$ cat src/rtl/spi_xfer_sequencer_if.sv
// Wishbone master/slave bundle between spi_xfer_sequencer and the spi_top register port.
// Signal names keep the master-side _o/_i suffixes of the spi_top bus.
interface spi_xfer_sequencer_if;
   logic [4:0]  wb_adr_o;
   logic [31:0] wb_dat_o;
   logic [3:0]  wb_sel_o;
   logic        wb_we_o;
   logic        wb_stb_o;
   logic        wb_cyc_o;
   logic [31:0] wb_dat_i;
   logic        wb_ack_i;
   logic        wb_int_i;

   modport master (
      output wb_adr_o, wb_dat_o, wb_sel_o, wb_we_o, wb_stb_o, wb_cyc_o,
      input  wb_dat_i, wb_ack_i, wb_int_i
   );

   modport slave (
      input  wb_adr_o, wb_dat_o, wb_sel_o, wb_we_o, wb_stb_o, wb_cyc_o,
      output wb_dat_i, wb_ack_i, wb_int_i
   );
endinterface

$ cat src/rtl/spi_xfer_sequencer.sv
// Runs one full spi_top transfer per request: CTRL, DIVIDER, SS, TX0, CTRL|GO,
// wait for the core interrupt, read RX0 back and hand the word to the client.
module spi_xfer_sequencer #(
   parameter int SS_NB   = 8,
   parameter int TIMEOUT = 4096
) (
   input  logic                 wb_clk_in,
   input  logic                 wb_rst_in,
   input  logic                 req_valid,
   output logic                 req_ready,
   input  logic [31:0]          req_data,
   input  logic [6:0]           req_len,
   input  logic [SS_NB-1:0]     req_ss,
   input  logic [15:0]          req_div,
   input  logic                 req_lsb,
   input  logic                 req_tx_neg,
   input  logic                 req_rx_neg,
   output logic                 rsp_valid,
   input  logic                 rsp_ready,
   output logic [31:0]          rsp_data,
   output logic                 rsp_err,
   spi_xfer_sequencer_if.master wb
);

   localparam logic [4:0]  ADR_TX0  = 5'h00;
   localparam logic [4:0]  ADR_CTRL = 5'h10;
   localparam logic [4:0]  ADR_DIV  = 5'h14;
   localparam logic [4:0]  ADR_SS   = 5'h18;
   localparam logic [31:0] CTRL_GO  = 32'h0000_0100;
   localparam int          CNT_W    = (TIMEOUT > 2) ? $clog2(TIMEOUT) : 1;

   typedef enum logic [3:0] {
      S_IDLE,
      S_WR_CTRL,
      S_WR_DIV,
      S_WR_SS,
      S_WR_TX,
      S_WR_GO,
      S_WAIT_INT,
      S_RD_RX,
      S_RESP
   } state_t;

   state_t            state;
   state_t            succ;
   logic [13:0]       ctrl_q;
   logic [15:0]       div_q;
   logic [SS_NB-1:0]  ss_q;
   logic [31:0]       data_q;
   logic [CNT_W-1:0]  tmo_cnt;
   logic              gap;

   logic [13:0]       req_ctrl;
   logic [31:0]       ss_word;
   logic [4:0]        launch_adr;
   logic [31:0]       launch_dat;
   logic              launch_we;

   // CTRL image without GO: ass, ie, lsb, tx_neg, rx_neg, go=0, reserved, char_len.
   assign req_ctrl = {1'b1, 1'b1, req_lsb, req_tx_neg, req_rx_neg, 1'b0, 1'b0, req_len};

   always_comb begin
      // NOTE: every always_comb output gets a default first, so no path can infer a latch.
      succ = S_IDLE;
      case (state)
         S_IDLE:     succ = S_WR_CTRL;
         S_WR_CTRL:  succ = S_WR_DIV;
         S_WR_DIV:   succ = S_WR_SS;
         S_WR_SS:    succ = S_WR_TX;
         S_WR_TX:    succ = S_WR_GO;
         S_WR_GO:    succ = S_WAIT_INT;
         S_WAIT_INT: succ = S_RD_RX;
         S_RD_RX:    succ = S_RESP;
         default:    succ = S_IDLE;
      endcase
   end

   always_comb begin
      ss_word              = '0;
      ss_word[SS_NB-1:0]   = ss_q;
   end

   // Bus fields of the access that the successor state performs.  The CTRL write is
   // launched on the accept edge, so it takes the live request, not the latched copy.
   always_comb begin
      launch_adr = '0;
      launch_dat = '0;
      launch_we  = 1'b1;
      case (succ)
         S_WR_CTRL: begin
            launch_adr = ADR_CTRL;
            launch_dat = {18'b0, req_ctrl};
         end
         S_WR_DIV: begin
            launch_adr = ADR_DIV;
            launch_dat = {16'b0, div_q};
         end
         S_WR_SS: begin
            launch_adr = ADR_SS;
            launch_dat = ss_word;
         end
         S_WR_TX: begin
            launch_adr = ADR_TX0;
            launch_dat = data_q;
         end
         S_WR_GO: begin
            launch_adr = ADR_CTRL;
            launch_dat = {18'b0, ctrl_q} | CTRL_GO;
         end
         S_RD_RX: begin
            launch_adr = ADR_TX0;
            launch_we  = 1'b0;
         end
         default: launch_we = 1'b0;
      endcase
   end

   // NOTE: all state and outputs here use non-blocking assignments so every read in this
   // block sees the pre-edge value regardless of statement order.
   always_ff @(posedge wb_clk_in) begin
      if (!wb_rst_in) begin
         state       <= S_IDLE;
         req_ready   <= 1'b1;
         rsp_valid   <= 1'b0;
         rsp_err     <= 1'b0;
         rsp_data    <= '0;
         wb.wb_cyc_o <= 1'b0;
         wb.wb_stb_o <= 1'b0;
         wb.wb_we_o  <= 1'b0;
         wb.wb_adr_o <= '0;
         wb.wb_dat_o <= '0;
         wb.wb_sel_o <= '0;
         tmo_cnt     <= '0;
         gap         <= 1'b0;
         ctrl_q      <= '0;
         div_q       <= '0;
         ss_q        <= '0;
         data_q      <= '0;
      end else begin
         case (state)
            S_IDLE: begin
               if (req_valid && req_ready) begin
                  ctrl_q      <= req_ctrl;
                  div_q       <= req_div;
                  ss_q        <= req_ss;
                  data_q      <= req_data;
                  req_ready   <= 1'b0;
                  state       <= S_WR_CTRL;
                  wb.wb_cyc_o <= 1'b1;
                  wb.wb_stb_o <= 1'b1;
                  wb.wb_sel_o <= 4'hF;
                  wb.wb_adr_o <= launch_adr;
                  wb.wb_dat_o <= launch_dat;
                  wb.wb_we_o  <= launch_we;
               end
            end

            // Each write ends with one idle bus cycle (gap) before the next state launches.
            S_WR_CTRL, S_WR_DIV, S_WR_SS, S_WR_TX, S_WR_GO: begin
               if (wb.wb_cyc_o && wb.wb_ack_i) begin
                  wb.wb_cyc_o <= 1'b0;
                  wb.wb_stb_o <= 1'b0;
                  wb.wb_sel_o <= '0;
                  wb.wb_adr_o <= '0;
                  wb.wb_dat_o <= '0;
                  wb.wb_we_o  <= 1'b0;
                  gap         <= 1'b1;
               end else if (gap) begin
                  gap   <= 1'b0;
                  state <= succ;
                  if (succ != S_WAIT_INT) begin
                     wb.wb_cyc_o <= 1'b1;
                     wb.wb_stb_o <= 1'b1;
                     wb.wb_sel_o <= 4'hF;
                     wb.wb_adr_o <= launch_adr;
                     wb.wb_dat_o <= launch_dat;
                     wb.wb_we_o  <= launch_we;
                  end
               end
            end

            S_WAIT_INT: begin
               if (wb.wb_int_i) begin
                  tmo_cnt     <= '0;
                  state       <= S_RD_RX;
                  wb.wb_cyc_o <= 1'b1;
                  wb.wb_stb_o <= 1'b1;
                  wb.wb_sel_o <= 4'hF;
                  wb.wb_adr_o <= launch_adr;
                  wb.wb_dat_o <= launch_dat;
                  wb.wb_we_o  <= launch_we;
               end else if (tmo_cnt == CNT_W'(TIMEOUT - 1)) begin
                  tmo_cnt   <= '0;
                  state     <= S_RESP;
                  rsp_valid <= 1'b1;
                  rsp_err   <= 1'b1;
                  rsp_data  <= '0;
               end else begin
                  tmo_cnt <= tmo_cnt + CNT_W'(1);
               end
            end

            // The RX0 read also clears the core interrupt, so no extra access is needed.
            S_RD_RX: begin
               if (wb.wb_cyc_o && wb.wb_ack_i) begin
                  wb.wb_cyc_o <= 1'b0;
                  wb.wb_stb_o <= 1'b0;
                  wb.wb_sel_o <= '0;
                  wb.wb_adr_o <= '0;
                  wb.wb_dat_o <= '0;
                  wb.wb_we_o  <= 1'b0;
                  rsp_data    <= wb.wb_dat_i;
                  rsp_err     <= 1'b0;
                  rsp_valid   <= 1'b1;
                  state       <= S_RESP;
               end
            end

            S_RESP: begin
               if (rsp_ready) begin
                  rsp_valid <= 1'b0;
                  req_ready <= 1'b1;
                  state     <= S_IDLE;
               end
            end

            default: begin
               state     <= S_IDLE;
               req_ready <= 1'b1;
            end
         endcase
      end
   end

endmodule

$ cat src/flat_wrapper.sv
// flat-port wrapper written by rule: the top's interface ports become plain ports
module spi_xfer_sequencer_flat 
#(
   parameter int SS_NB   = 8,
   parameter int TIMEOUT = 4096
)
  (wb_clk_in, wb_rst_in, req_valid, req_ready, req_data, req_len, req_ss, req_div, req_lsb, req_tx_neg, req_rx_neg, rsp_valid, rsp_ready, rsp_data, rsp_err, wb_wb_adr_o, wb_wb_dat_o, wb_wb_sel_o, wb_wb_we_o, wb_wb_stb_o, wb_wb_cyc_o, wb_wb_dat_i, wb_wb_ack_i, wb_wb_int_i);
  spi_xfer_sequencer_if wb_i ();
  input  logic wb_clk_in;
  input  logic wb_rst_in;
  input  logic req_valid;
  output logic req_ready;
  input  logic [31:0] req_data;
  input  logic [6:0] req_len;
  input  logic [SS_NB-1:0] req_ss;
  input  logic [15:0] req_div;
  input  logic req_lsb;
  input  logic req_tx_neg;
  input  logic req_rx_neg;
  output logic rsp_valid;
  input  logic rsp_ready;
  output logic [31:0] rsp_data;
  output logic rsp_err;
  output wire logic [$bits(wb_i.wb_adr_o)-1:0] wb_wb_adr_o;
  output wire logic [$bits(wb_i.wb_dat_o)-1:0] wb_wb_dat_o;
  output wire logic [$bits(wb_i.wb_sel_o)-1:0] wb_wb_sel_o;
  output wire logic [$bits(wb_i.wb_we_o)-1:0] wb_wb_we_o;
  output wire logic [$bits(wb_i.wb_stb_o)-1:0] wb_wb_stb_o;
  output wire logic [$bits(wb_i.wb_cyc_o)-1:0] wb_wb_cyc_o;
  input wire logic [$bits(wb_i.wb_dat_i)-1:0] wb_wb_dat_i;
  input wire logic [$bits(wb_i.wb_ack_i)-1:0] wb_wb_ack_i;
  input wire logic [$bits(wb_i.wb_int_i)-1:0] wb_wb_int_i;
  assign wb_wb_adr_o = wb_i.wb_adr_o;
  assign wb_wb_dat_o = wb_i.wb_dat_o;
  assign wb_wb_sel_o = wb_i.wb_sel_o;
  assign wb_wb_we_o = wb_i.wb_we_o;
  assign wb_wb_stb_o = wb_i.wb_stb_o;
  assign wb_wb_cyc_o = wb_i.wb_cyc_o;
  assign wb_i.wb_dat_i = wb_wb_dat_i;
  assign wb_i.wb_ack_i = wb_wb_ack_i;
  assign wb_i.wb_int_i = wb_wb_int_i;
  spi_xfer_sequencer #(.SS_NB(SS_NB), .TIMEOUT(TIMEOUT)) u_core (.wb_clk_in(wb_clk_in), .wb_rst_in(wb_rst_in), .req_valid(req_valid), .req_ready(req_ready), .req_data(req_data), .req_len(req_len), .req_ss(req_ss), .req_div(req_div), .req_lsb(req_lsb), .req_tx_neg(req_tx_neg), .req_rx_neg(req_rx_neg), .rsp_valid(rsp_valid), .rsp_ready(rsp_ready), .rsp_data(rsp_data), .rsp_err(rsp_err), .wb(wb_i));
endmodule
$ cat config.mk
export PLATFORM = sky130hd
export DESIGN_NAME = spi_xfer_sequencer_flat
export DESIGN_NICKNAME = d
export VERILOG_FILES = /design/src/rtl/spi_xfer_sequencer_if.sv /design/src/rtl/spi_xfer_sequencer.sv /design/src/flat_wrapper.sv
export SDC_FILE = /design/constraint.sdc
export NUM_CORES = 1
export LEC_CHECK = 0
export CORE_MARGIN = 2
export CORE_UTILIZATION = 48
export CTS_CLUSTER_DIAMETER = 80
export DETAILED_ROUTE_END_ITERATION = 8
export GPL_TIMING_DRIVEN = 0
export PLACE_DENSITY = 0.88
export SYNTH_ARGS = -nofsm -noshare
export SYNTH_HDL_FRONTEND = slang
export SYNTH_SLANG_ARGS = --single-unit
$ cat constraint.sdc
create_clock -name wb_clk_in -period 2.5 [get_ports wb_clk_in]
set_input_delay 0.375 -clock wb_clk_in [delete_from_list [all_inputs] [get_ports wb_clk_in]]
set_output_delay 0.375 -clock wb_clk_in [all_outputs]
set_load 0.01 [all_outputs]
* Yosys cells after proc, flatten, opt, wreduce, memory -nomap -nowiden *
Memory sizes are Yosys's and may differ from the RTL's. A register that Yosys moved wholly into a read port is not among the register bits.
Cells that the tools add are included.

word-level totals
  memories = 1
  ROM bits = 32
  output and inout port bits = 79
  register bits after elaboration = 162
  word-level logic and storage cells = 125

cells by class
  equality and inequality tests = 26
  muxes and demuxes = 64
  reductions and logical operators = 16
  add/sub/neg operators = 1
  bitwise operators = 1

memories
  name             words  width  rd ports  clocked after memory_dff  wr ports  line                      source
  (no name shown)  8      4      1         1                         0         spi_xfer_sequencer.sv:65  case (state)

operators by type and width
  operator                                             count
  2-to-1 mux 32 bit                                    9
  one-hot mux 32 bit (5 select lines)                  1
  one-hot mux 32 bit (4 select lines)                  1
  one-hot mux 32 bit (2 select lines)                  1
  2-to-1 mux 4 bit                                     14
  2-to-1 mux 5 bit                                     6
  equality test 4 x 3 -> 1 bit, second input constant  6
  2-to-1 mux 12 bit                                    2
  one-hot mux 4 bit (5 select lines)                   1
  one-hot mux 5 bit (4 select lines)                   1
  2-to-1 mux 1 bit                                     19
  equality test 4 x 2 -> 1 bit, second input constant  4
  one-hot mux 4 bit (4 select lines)                   1
  one-hot mux 5 bit (3 select lines)                   1
  adder 12 x 1 -> 12 bit, second input constant        1
  equality test 12 bit, second input constant          1
  AND reduction 6 bit                                  2
  OR reduction 5 bit                                   2
  equality test 4 x 1 -> 1 bit, second input constant  2
  != test 2 x 1 -> 1 bit, second input constant        4
  != test 2 bit, second input constant                 4
  one-hot mux 1 bit (4 select lines)                   2
  OR reduction 7 bit                                   1
  2-to-1 mux 3 bit                                     2
  other kinds (17)                                     20

* Longest topological paths before layout *
Gate-level depths: netlist (run 1).

  word-level depth = 8
  gate-level depth with buffers = 10
  gate-level depth less buffers = 9

* Least setup slack after synthesis (run 1) *
OpenSTA, ideal clock, no wires.

  path kind = register to register
  from = register u_core.tmo_cnt[0]
  to = register with a tool-made name
  setup slack = 0.277 ns
  data required time = 2.384 ns
  setup time = 0.116 ns
  arrival = 2.107 ns
  stages on the path, launching flop included = 11
  cells stage by stage = dfxtp_1 -> ha_1 -> and3_1 -> buf_2 -> nand3_1 -> and2_1 -> o31ai_2 -> and2_1 -> ha_1 -> and4b_1 -> a31o_2

RTL lines
  element                 line                       source
  from (decl)             spi_xfer_sequencer.sv:50   logic [CNT_W-1:0] tmo_cnt;
  from (signal assigned)  spi_xfer_sequencer.sv:199  tmo_cnt <= tmo_cnt + CNT_W'(1);

==> metrics.cfg, run 1 <==
[run_status]
status=finished, final reports clean

[flow_run]
maxCapViolations=0

[finish]
nets=1133
diodes=0
syn_to_final_growth_pct=40.36
drive_gt1_share_pct=10.87
final_util_pct=68.41
instances_no_fill=1220

[global_routing]
grt_remaining_overflow=0
grt_pass1_vias=6329
antenna_found_initial=0
grt_pass1_wl_um=31800
grt_max_degree=17
groute.usage.overall_pct=27.41

[synth]
synth_area_leaders=dfxtp_1 (48%), nand2_1 (12%), a21oi_1 (10%)
synth_edf_count=0
syn_inst=826
synth_common_cells=nand2_1 (216), dfxtp_1 (160), a21oi_1 (140)
synth_most_common_cell=nand2_1
syn_area_um2=6686
synth_top_area_cell=dfxtp_1
ys_types=67
yosysWarningCount=0
synthArstFlopShare_pct=0
synth_top_area_share_pct=47.90
synth_top_flop_cell=dfxtp_1
synth_seq_cells=160
seq_area_frac_synth_pct=47.90
postSynthAreaPerCell_um2=8.095

[critical_path]
reg2reg_slack_ns=0.13
crit_top_cell=and2_4
worstSetupPathType=reg2reg
crit_required_ns=2.82
critPathMaxFanout=8
slowest_stage=dfxtp_1
critPathCaptureType=flip-flop
cp.arrival_ns=2.69
worst_r2r_path_depth=10
r2r_start=u_core.tmo_cnt[1]
start_kind=flip-flop
critPathMaxStageDelay_ns=0.37
cp_cell_sequence=ha_2, and3_1, buf_2, nand3_2, and2_4, o31ai_4, and2_4, ha_1, and4b_1, a31o_2

[clock_tree]
cts.sinks=160
cts_buffers=17
cts_tree=built
ctsHoldBuffers=0
clkLatencyLatePin_ns=0.43
clk_pin_slew_ns=0.06
cts_max_path_buffers=2
htreeDepth=4
cts_root_buffer=clkbuf_16

[timing]
finClkSkew_ns=0.004770
setup_violations=0
finalSetupTns_ns=0
fin_crit_sh_pct=94.63
slew-limit-headroom_pct=53.36
finalWorstSetupSlack_ns=0.1342
drv_slew=0
fin_crit_ns=2.366
hold_violations=0
clock.fmax_ghz=0.4227
worstMarginPinSlew_ns=0.6996

[floorplanning]
core_area_um2=13720
initial_utilization_pct=48.74
rows=43
dieArea_um2=14890
die_h_um=122.0
ios=183
die_x_um=122.0

[route]
antenna_left=0
drt-initial-drc-count=797
wire_per_inst_um=16.69
dr.pass1.iters=6
route.met3.wl_um=2125
top_layer=met4
viasPerCell=5.648
wl_met2_um=9380
m1WireLength_um=8221
finalWirelength_um=20360
dr_total_vias=6890
drc=0

[pwr]
power.density_nw_per_um2=1028
vdd_drop_max_mv=0.8025
p_leak_uw=0.003317

[hold_path]
min_to=u_core.rsp_data[15]
holdPathStages=2
min-delay-start=u_core.rsp_data[15]
holdCritPathClass=reg2reg

[placed_design]
place_hpwl_um=14360
dp_slack_ns=-0.2360
place_congestion=0.9068
port_buffers=179
dp.cells=1186

## kinds of logic after synthesis
| kind of cell | count (synthesis) | synth area share [%] |
|---|---|---|
| muxes | 9 | 1.347 |
| and+or+nand+nor | 358 | 24.68 |
| AOI/OAI and AO/OA | 221 | 20.08 |
| DFF | 160 | 47.90 |
| adders and majority gates | 2 | 0.3742 |
| xor gates and xnor gates | 1 | 0.1310 |
| buffers and inverters | 74 | 5.427 |
| other | 1 | 0.05608 |
## how the worst max path moves through the flow
stage,start,endpoint,slack [ns],depth (start not counted)
CTS,u_core.tmo_cnt[0],flip-flop,0.06,10
detailed placement,wb_wb_ack_i,flip-flop,-0.24,9
global placement,wb_wb_ack_i,flip-flop,-0.25,8
global route,u_core.state[0],flip-flop,-0.002,8
floorplan,u_core.tmo_cnt[0],flip-flop,0.28,10
finish,u_core.tmo_cnt[1],flip-flop,0.13,10
## layout by cell type (no fill, tap or decap), types with 11 or more instances in the layout
cell type / netlist / final
nor2_2: 11 / 11
nand2_1: 216 / 216
buf_4: 10 / 12
nand3_1: 53 / 52
clkdlybuf4s50_1: 0 / 179
a21oi_1: 140 / 140
nor2_1: 21 / 21
clkbuf_16: 0 / 17
clkbuf_1: 36 / 35
dfxtp_1: 160 / 158
buf_2: 20 / 20
o21ai_0: 28 / 28
## layout make-up
| class | instances | area (µm²) |
|---|---|---|
| sequential | 160 | 3206 |
| timing repair buffer | 181 | 1807 |
| tap | 180 | 225.2 |
| buffer | 70 | 349.1 |
| inverter | 4 | 15.01 |
| multi-input combinational | 593 | 3172 |
| clock buffer | 17 | 425.4 |
| clock inverter | 15 | 186.4 |
| fill | 1063 | 4334 |
## layer usage
layer  track usage [%]  vias to the layer above
met5                 0                        -
met4             12.00                        0
met3             7.631                       55
met2             43.30                      364
met1             35.06                     3227
li1                  -                     3244
## where the power goes
group	internal (µW)	switching, µW	leakage [µW]	total, µW
sequential	2930	247	0.00130	3180
clock	1580	1110	0.000286	2690
combinational	1430	2350	0.00173	3780
total	5950	3700	0.00332	9650
## timing repair
| action | CTS | global route |
|---|---|---|
| pin swaps | 0 | 2 |
| gates resized for setup | 3 | 12 |
| buffers inserted | 0 | 2 |
| endpoints found under the setup margin | 1 | 10 |
## registers in the layout, indices dropped and copies added, names as in the netlist, named ones only
name / count
u_core.state: 4
u_core.wb.wb_sel_o: 1
u_core.rsp_valid: 1
u_core.wb.wb_we_o: 1
u_core.req_ready: 1
u_core.rsp_err: 1
u_core.wb.wb_dat_o: 32
u_core.rsp_data: 32
u_core.data_q: 32
u_core.tmo_cnt: 12
u_core.div_q: 16
u_core.ctrl_q: 11
u_core.wb.wb_adr_o: 3
u_core.gap: 1
u_core.ss_q: 8
## per-stage QoR
step | total power [µW] | area [µm²] | hold WS [ns]
after floorplan | 5549 | 6690 | 0.4357
after global placement | 6751 | 8707 | 0.4365
after detailed placement | 6831 | 8707 | 0.4425
after CTS | 9543 | 9330 | 0.4511
after global routing | 10120 | 9385 | 0.4684
final | 9649 | 9385 | 0.4494
## worst max-delay path, delay by kind of cell, from the launching register on
kind            cells  cell delay, ns
fa+ha+maj           2            0.35
flops               1            0.37
simple gates        5            0.88
compound gates      2            0.49
buf+inv             1            0.19
No activity file was read; power rests on OpenSTA's default activity.
==> inputs of run 2 (changes only) <==
Settings changed: ABC_AREA from default to 1, CORE_MARGIN 2 to default, CORE_UTILIZATION 48 to 49, PLACE_DENSITY 0.88 to 0.89.
==> run 2 against run 1 <==
Worst hold slack improved by 0.0014 ns; final cell count grew 9.3%; core utilization grew 2.0 points; synthesized area is 2.5% higher; synthesized cell count grew 14%; sequential share of layout area shrank 0.34 points; clock skew is 0.0075 ns higher; register-to-register slack better by 0.11 ns; largest power group unchanged.
==> metrics.cfg, run 2 <==
[synth]
synth_top_flop_cell=dfxtp_1  ; unchanged
synth_area_leaders=dfxtp_1 (47%), nand2_1 (11%), a21oi_1 (11%)  ; was dfxtp_1 (48%), nand2_1 (12%), a21oi_1 (10%)
syn_area_um2=6857  ; was 6686 µm²
yosysWarningCount=0  ; unchanged
synth_edf_count=0  ; unchanged
synth_top_area_cell=dfxtp_1  ; unchanged
synth_seq_cells=160  ; unchanged
seq_area_frac_synth_pct=46.72  ; was 47.90%
synth_common_cells=nand2_1 (206), dfxtp_1 (160), a21oi_1 (144)  ; was nand2_1 (216), dfxtp_1 (160), a21oi_1 (140)
synthArstFlopShare_pct=0  ; unchanged
synth_top_area_share_pct=46.72  ; was 47.90%
syn_inst=944  ; was 826
ys_types=39  ; was 67
synth_most_common_cell=nand2_1  ; unchanged
postSynthAreaPerCell_um2=7.263  ; was 8.095 µm²

[floorplanning]
die_h_um=120.3  ; was 122.0 µm
die_x_um=120.3  ; was 122.0 µm
initial_utilization_pct=50.97  ; was 48.74%
ios=183  ; unchanged
core_area_um2=13450  ; was 13,720 µm²
rows=42  ; was 43
dieArea_um2=14470  ; was 14,890 µm²

[clock_tree]
cts_setup_buffers=0  ; unchanged
cts_root_buffer=clkbuf_16  ; unchanged
clk_pin_slew_ns=0.06  ; about the same
htreeDepth=4  ; unchanged
cts_resized=0  ; was 3
cts_buffers=17  ; unchanged
ctsHoldBuffers=0  ; unchanged
cts.sinks=160  ; unchanged
cts_tree=built  ; unchanged
cts_max_path_buffers=2  ; unchanged
clkLatencyLatePin_ns=0.43  ; about the same

[timing]
hold_violations=0  ; unchanged
slew-limit-headroom_pct=60.21  ; was 53.36%
fin_crit_sh_pct=90.29  ; was 94.63%
clock.fmax_ghz=0.4430  ; was 0.4227 GHz
whs_ns=0.4508  ; was 0.4494 ns
fin_crit_ns=2.257  ; was 2.366 ns
worstMarginPinSlew_ns=0.5968  ; was 0.6996 ns
finClkSkew_ns=0.01228  ; was 0.004770 ns
finalSetupTns_ns=0  ; unchanged
drv_slew=0  ; unchanged
rsz0062_at_grt=false
setup_violations=0  ; unchanged

[global_routing]
grt_pass1_vias=6934  ; was 6,329
groute.usage.overall_pct=28.61  ; was 27.41%
grt_pass1_wl_um=32440  ; was 31,800 µm
grt_max_degree=17  ; unchanged
grt_remaining_overflow=0  ; unchanged
antenna_found_initial=0  ; unchanged

[finish]
diodes=0  ; unchanged
final_cell_mix=nand2_1 (206), clkdlybuf4s50_1 (180), dfxtp_1 (160)  ; was nand2_1 (216), clkdlybuf4s50_1 (179), dfxtp_1 (158)
syn_to_final_growth_pct=38.14  ; was 40.36%
layout_commonest_cell=nand2_1  ; unchanged
instances_no_fill=1333  ; was 1,220
drive_gt1_share_pct=7.433  ; was 10.87%
reg_top3=u_core.data_q x32, u_core.rsp_data x32, u_core.wb.wb_dat_o x32  ; unchanged
nFillCells=1046  ; was 1,063
nets=1250  ; was 1,133

[critical_path]
start_kind=flip-flop  ; unchanged
critical_path.startpoint=u_core.state[3]  ; was u_core.tmo_cnt[1]
worstSetupPathType=reg2reg  ; unchanged
cp.arrival_ns=2.60  ; was 2.69 ns
r2r_start=u_core.state[3]  ; was u_core.tmo_cnt[1]
critPathMaxFanout=8  ; unchanged
crit_required_ns=2.85  ; was 2.82 ns
worst_r2r_path_depth=11  ; was 10
critPathCaptureType=flip-flop  ; unchanged

[hold_path]
holdPathStages=2  ; unchanged
holdCritPathClass=reg2reg  ; unchanged
min-delay-start=u_core.data_q[9]  ; was u_core.rsp_data[15]

[flow_run]
maxCapViolations=0  ; unchanged

[route]
antenna_left=0  ; unchanged
route.met3.wl_um=1652  ; was 2125 µm
viasPerCell=5.395  ; was 5.648
drc=0  ; unchanged
wire_per_inst_um=15.45  ; was 16.69 µm
finalWirelength_um=20600  ; was 20,360 µm
dr.pass1.iters=6  ; unchanged
drt-initial-drc-count=566  ; was 797
wl_met2_um=10100  ; was 9380 µm
dr_total_vias=7191  ; was 6,890
top_layer=met4  ; unchanged
m1WireLength_um=8083  ; was 8221 µm

[pwr]
power.total_uw=9278  ; was 9649 µW
vdd_drop_max_mv=0.5964  ; was 0.8025 mV
power.density_nw_per_um2=979.6  ; was 1028 nW/µm²
p_leak_uw=0.003506  ; was 0.003317 µW

[placed_design]
dp.cells=1301  ; was 1,186
port_buffers=180  ; was 179
place_hpwl_um=14810  ; was 14,360 µm
place_congestion=0.8899  ; was 0.9068

[run_status]
status=finished, final reports clean  ; unchanged

-- run 2: final timing paths --
path | to | slack [ns]
max reg2reg | u_core.wb.wb_dat_o[5] | 0.24
min | u_core.data_q[9] | 0.45
min reg2reg | u_core.data_q[9] | 0.45
max | u_core.wb.wb_dat_o[5] | 0.24
-- run 2: final cells by class --
cell class / instances / area (µm²) / area share [%]
Inverter: 120 / 450.4 / 4.756
Buffer: 59 / 317.8 / 3.355
Clock inverter: 12 / 132.6 / 1.400
Clock buffer: 20 / 456.7 / 4.822
Timing Repair Buffer: 180 / 1802 / 19.02
Tap cell: 176 / 220.2 / 2.325
Multi-Input combinational cell: 606 / 2889 / 30.50
Sequential cell: 160 / 3203 / 33.82
-- run 2: power breakdown --
part           leakage (µW)  switching, µW  internal (µW)
Sequential          0.00130            247           3070
Combinational       0.00192           2140           1240
Clock              0.000283           1060           1530
Total               0.00351           3450           5830
-- run 2: per-layer routing --
metal	track usage [%]	up-vias
li1	-	3470
met5	0	-
met2	50.04	363
met4	15.74	0
met3	6.745	64
met1	31.93	3294
-- run 2: metrics by stage --
| stage | cell area, µm² | utilization (%) | setup WS (ns) |
|---|---|---|---|
| global placement | 8882 | 66.02 | 0.2010 |
| CTS | 9472 | 70.41 | 0.3352 |
| finish | 9472 | 70.41 | 0.2427 |
| floorplan | 6860 | - | 0.7165 |
| global route | 9472 | 70.41 | 0.08787 |
| detailed placement | 8882 | 66.02 | 0.1681 |
-- run 2: worst max-delay path, cell delays in order, from the launching register on --
cell and delay (ns):
dfxtp_1 0.32, buf_6 0.15, inv_2 0.08, o21ai_0 0.17, nand2_1 0.16, nor2_1 0.42
inv_1 0.26, o22ai_1 0.23, inv_1 0.08, nand2_1 0.10, nand2_1 0.07, a21oi_1 0.13
-- run 2: cell families (layout without fill, tap and decap cells) --
family / after synthesis / in the layout / share of synthesized area (%)
AND/OR/NAND/NOR: 330 / 330 / 20.66
adder cells (fa/ha/maj): 2 / 2 / 0.3649
buffers and inverters: 179 / 391 / 11.20
other: 1 / 2 / 0.05469
flip-flops: 160 / 160 / 46.72
AO/OA/AOI/OAI: 272 / 272 / 21.00
